### src/rtl/uart_rx.sv
// UART receiver: oversampled start/data/parity/stop deserializer with 2-of-3
// mid-bit majority voting, parity/stop error pulses and a debug state output.
module uart_rx #(
   parameter int DATA_WIDTH = 8
) (
   input  logic                  CLK,
   input  logic                  RST,
   input  logic                  RX_IN,
   input  logic                  PAR_EN,
   input  logic                  PAR_TYP,
   input  logic [5:0]            Prescale,
   output logic [DATA_WIDTH-1:0] P_DATA,
   output logic                  data_valid,
   output logic                  par_err,
   output logic                  stp_err,
   output logic [2:0]            dbg_state_o
);

   localparam int BW = (DATA_WIDTH > 1) ? $clog2(DATA_WIDTH) : 1;

   typedef enum logic [2:0] {
      IDLE   = 3'd0,
      START  = 3'd1,
      DATA   = 3'd2,
      PARITY = 3'd3,
      STOP   = 3'd4
   } state_t;

   state_t                state_q;
   logic [5:0]            edge_cnt_q;
   logic [5:0]            prescale_q;
   logic [BW-1:0]         bit_cnt_q;
   logic                  par_en_q;
   logic                  par_typ_q;
   logic                  par_fail_q;
   logic [1:0]            smp_q;
   logic [DATA_WIDTH-1:0] shift_q;

   logic [5:0] half;
   logic       last_edge;
   logic       at_mid;
   logic       maj;

   // Third vote is the live line value at the mid-bit edge itself.
   assign half      = {1'b0, prescale_q[5:1]};
   assign last_edge = (edge_cnt_q == prescale_q - 6'd1);
   assign at_mid    = (edge_cnt_q == half);
   assign maj       = (smp_q[0] & smp_q[1]) | (smp_q[0] & RX_IN) | (smp_q[1] & RX_IN);

   assign dbg_state_o = state_q;

   always_ff @(posedge CLK or posedge RST) begin
      if (RST) begin
         state_q    <= IDLE;
         edge_cnt_q <= '0;
         prescale_q <= '0;
         bit_cnt_q  <= '0;
         par_en_q   <= 1'b0;
         par_typ_q  <= 1'b0;
         par_fail_q <= 1'b0;
         smp_q      <= '0;
         shift_q    <= '0;
         P_DATA     <= '0;
         data_valid <= 1'b0;
         par_err    <= 1'b0;
         stp_err    <= 1'b0;
      end else begin
         data_valid <= 1'b0;
         par_err    <= 1'b0;
         stp_err    <= 1'b0;

         if (state_q != IDLE) begin
            if (edge_cnt_q == half - 6'd2) smp_q[0] <= RX_IN;
            if (edge_cnt_q == half - 6'd1) smp_q[1] <= RX_IN;
            edge_cnt_q <= last_edge ? 6'd0 : edge_cnt_q + 6'd1;
         end

         case (state_q)
            IDLE: begin
               edge_cnt_q <= '0;
               bit_cnt_q  <= '0;
               par_fail_q <= 1'b0;
               // The detecting cycle is edge 0, so the count resumes at 1.
               if (!RX_IN) begin
                  state_q    <= START;
                  edge_cnt_q <= 6'd1;
                  prescale_q <= Prescale;
                  par_en_q   <= PAR_EN;
                  par_typ_q  <= PAR_TYP;
               end
            end
            START: begin
               if (at_mid && maj) begin
                  state_q    <= IDLE;
                  edge_cnt_q <= '0;
               end else if (last_edge) begin
                  state_q <= DATA;
               end
            end
            DATA: begin
               if (at_mid)
                  shift_q <= (shift_q >> 1) | (DATA_WIDTH'(maj) << (DATA_WIDTH - 1));
               if (last_edge) begin
                  if (bit_cnt_q == BW'(DATA_WIDTH - 1)) begin
                     bit_cnt_q <= '0;
                     state_q   <= par_en_q ? PARITY : STOP;
                  end else begin
                     bit_cnt_q <= bit_cnt_q + 1'b1;
                  end
               end
            end
            PARITY: begin
               if (at_mid) par_fail_q <= (maj != ((^shift_q) ^ par_typ_q));
               if (last_edge) state_q <= STOP;
            end
            STOP: begin
               // Decide mid-stop-bit so a back-to-back start edge is never missed.
               if (at_mid) begin
                  stp_err    <= ~maj;
                  par_err    <= par_fail_q;
                  if (maj && !par_fail_q) begin
                     P_DATA     <= shift_q;
                     data_valid <= 1'b1;
                  end
                  state_q    <= IDLE;
                  edge_cnt_q <= '0;
                  par_fail_q <= 1'b0;
               end
            end
            default: begin
               state_q    <= IDLE;
               edge_cnt_q <= '0;
            end
         endcase
      end
   end

endmodule
### config.mk
export PLATFORM = sky130hd
export DESIGN_NAME = uart_rx
export DESIGN_NICKNAME = d
export VERILOG_FILES = /design/src/rtl/uart_rx.sv
export SDC_FILE = /design/constraint.sdc
export NUM_CORES = 1
export LEC_CHECK = 0
export CAP_MARGIN = 20
export CELL_PAD_IN_SITES_DETAIL_PLACEMENT = 0
export CELL_PAD_IN_SITES_GLOBAL_PLACEMENT = 1
export CORE_MARGIN = 8
export CORE_UTILIZATION = 30
export CTS_BUF_LIST = sky130_fd_sc_hd__clkbuf_8
export DETAILED_ROUTE_END_ITERATION = 10
export PLACE_DENSITY = 0.54
export SYNTH_ARGS = -nofsm -noshare
export SYNTH_HDL_FRONTEND = slang
export SYNTH_SLANG_ARGS = --single-unit
### constraint.sdc
create_clock -name CLK -period 2.85 [get_ports CLK]
set_clock_uncertainty 0.15 [all_clocks]
set_input_delay 0.4275 -clock CLK [delete_from_list [all_inputs] [get_ports CLK]]
set_output_delay 0.4275 -clock CLK [all_outputs]
set_load 0.01 [all_outputs]
==> metrics.json <==
{
  "final_layout": {
    "fin_util_pct": 37.58,
    "num-fill-cells": 780,
    "mostFrequentLayoutCell": "dfrtp_1",
    "drive_gt1_share_pct": 17.29,
    "insertedDiodeCount": 0,
    "layout_common_cells": "dfrtp_1 (42), clkdlybuf4s50_1 (24), mux2_2 (22), nor2_1 (21)",
    "post_layout_nonfiller_instances": 368,
    "syn_to_final_growth_pct": 21.01,
    "fin_nets": 284
  },
  "sta": {
    "tightest_slew_ns": 0.5525,
    "max_frequency_mhz": 379.9,
    "timing.final.max_slew_violations": 0,
    "hold-worst-slack_ns": 0.3633,
    "maxSlewHeadroom_pct": 63.16,
    "final_period_minus_worst_setup_slack_ns": 2.632,
    "timing.final.crit_share_pct": 92.35,
    "grt_setup_unrepaired": "false",
    "timing.final.hold_violations": 0,
    "finalSetupViolCount": 0,
    "fin_setup_tns_ns": 0
  },
  "pwr": {
    "worst_ir_drop_vdd_uv": 355.2,
    "total_leakage_power_nw": 1.277,
    "power_per_cell_area_mw_per_mm2": 959.3,
    "post-layout-total-power_mw": 2.786
  },
  "critical_path": {
    "arrival_ns": 2.67,
    "timing.critical_path.fanout_max": 6,
    "timing.critical_path.cells": "inv_1 > ha_1 > a21boi_0 > xnor2_1 > nand3_1 > nor4_4 > buf_4 > o21ai_0 > a32o_1",
    "end_kind": "register",
    "timing.critical_path.slowest_cell_delay_ns": 0.44,
    "critical_path_class": "register to register",
    "worst-endpoint-required_ns": 2.88,
    "worst_path_cell_with_the_longest_stage_delay": "dfrtp_1",
    "crit_path_start_kind": "register"
  },
  "worst_hold_path": {
    "type_of_the_tightest_min_delay_check": "register to register"
  },
  "placed_design": {
    "post-dp-hpwl_um": 3965,
    "gpl.final_weighted_congestion": 0.8467,
    "number_of_buffer_cells_added_on_primary_ports": 24,
    "dpl.cell_count": 357
  },
  "logic_synthesis": {
    "synth.yosys.seq_area_share_pct": 43.80,
    "synth_warnings": 0,
    "syn_nets": 253,
    "synth.ff_latch_count": 42,
    "netlist_area_mm2": 0.002400,
    "syn_inst": 234,
    "synthFlopType": "dfrtp_1",
    "synth_enable_flop_cells": 0,
    "netlist-cell-type-count": 43,
    "post_synth.cell_area_avg_um2": 10.26,
    "asyncSetResetFlopFracSynth_pct": 100.0
  },
  "routing": {
    "drt.antenna.violating_nets": 0,
    "wirelength_um": 5332,
    "detail_route.vias_per_cell": 4.671,
    "routed_wire_length_per_instance_um": 14.49,
    "vias": 1719,
    "drt_first_iter_violations": 38,
    "drt-pass1-iter-count": 4,
    "drcViolationCount": 0
  },
  "clocking": {
    "hold_buffers": 0,
    "h-tree-depth": 2,
    "worst_skew_pair.late_latency_ns": 0.30,
    "max-clock-path-buffers": 2,
    "numCtsBuffers": 5,
    "tritoncts_clock_tree": "built",
    "clock-root-buffer": "clkbuf_8",
    "clock_sinks": 42,
    "cts.clk_slew.worst_paths_ns": 0.09,
    "postCtsResizedCells": 0
  },
  "global_routing": {
    "grt_antenna_before_repair": 0,
    "maximum_number_of_pins_on_one_net_before_global_route_repair": 43,
    "gr-usage-all-layers_pct": 9.974,
    "grt_first_pass_wirelength_um": 9059,
    "grt_pass1_vias": 1797,
    "grt_remaining_overflow": 0
  },
  "die": {
    "die-width_um": 105.4,
    "boundaryPins": 25,
    "row_count": 32,
    "core_area_mm2": 0.007727,
    "chip_height_um": 105.4,
    "starting_density_of_the_core_pct": 31.06,
    "design.die.area_mm2": 0.01112
  },
  "run_status": {
    "outcome": "complete, no violations"
  },
  "run": {
    "drv.max_cap_violation_count": 0
  }
}
-- Yosys cell counts, drive strengths merged (2+ instances only) --
master,instances,area [um^2]
nand3,7,35.03
xnor2,20,175.2
o22ai,3,18.77
dfrtp,42,1051
nor3,4,42.54
o21ai,13,65.06
and3,3,18.77
xor2,14,122.6
buf,6,38.79
a211oi,3,22.52
clkbuf,5,20.01
a21oi,7,35.03
mux2,22,247.7
nand2,21,81.33
nand4,5,31.28
inv,9,33.78
ha,8,100.1
nor2b,2,12.51
nor2,21,78.83
-- through the flow --
step	setup slack, ns	area (um^2)
floorplan	0.5069	2400
detailed placement	0.1613	2769
CTS	0.1481	2882
global placement	0.2391	2769
finish	0.2180	2904
global route	0.05750	2904
-- critical path: cells and delay by family, from the launching register on --
| family | cells | cell delay, ns |
|---|---|---|
| adder cells (fa/ha/maj) | 1 | 0.20 |
| XOR/XNOR | 1 | 0.16 |
| flip-flops | 1 | 0.44 |
| AO/OA/AOI/OAI | 3 | 0.63 |
| buffers and inverters | 2 | 0.38 |
| AND/OR/NAND/NOR | 2 | 0.57 |
-- per-layer routing --
layer	wire, um	GRT usage, %	vias to the layer above
met2	2359	15.02	29
met1	2710	13.70	812
met4	64	3.670	0
met5	0	0	-
met3	198	2.071	4
li1	-	-	874
-- registers in the layout (all words and copies together) (netlist names), 2 cells and up --
register and count:
P_DATA 8, bit_cnt_q 3, dbg_state_o 3, edge_cnt_q 6
prescale_q 6, shift_q 8, smp_q 2
-- cell type report --
cell class	instances	area [um^2]	share of cell area (%)
Clock buffer	5	68.82	2.370
Timing Repair Buffer	35	322.8	11.12
Clock inverter	3	43.79	1.508
Inverter	9	33.78	1.163
Multi-Input combinational cell	172	1256	43.26
Tap cell	102	127.6	4.395
Sequential cell	42	1051	36.19
-- report_power, final --
| part | switching (mW) | internal (mW) | total [mW] |
|---|---|---|---|
| Clock | 0.219 | 0.263 | 0.481 |
| Sequential | 0.192 | 0.725 | 0.917 |
| Combinational | 0.757 | 0.631 | 1.39 |
| Total | 1.17 | 1.62 | 2.79 |
-- cell families after synthesis --
group | Yosys count | synth area share, %
AOI/OAI and AO/OA | 38 | 10.22
xor gates and xnor gates | 34 | 12.41
adders and majority gates | 9 | 4.588
buffers and inverters | 20 | 3.858
DFF | 42 | 43.80
muxes | 22 | 10.32
and+or+nand+nor | 69 | 14.81
-- final timing paths --
kind                               start  depth (start not counted)  slack (ns)             to
max                        prescale_q[2]                          9        0.22   bit_cnt_q[1]
min in group asynchronous            RST                          3        0.41  prescale_q[4]
min reg2reg                    P_DATA[3]                          1        0.36      P_DATA[3]
max in group asynchronous            RST                          3        1.75  edge_cnt_q[5]
max reg2reg                prescale_q[2]                          9        0.22   bit_cnt_q[1]
min                            P_DATA[3]                          1        0.36      P_DATA[3]
-- what timing repair did --
item,4_1_cts,5_1_grt
hold endpoints to repair,0,0
buffers inserted,0,3
endpoints found under the setup margin,0,3
Note: power is estimated with default switching activity, not from simulation.
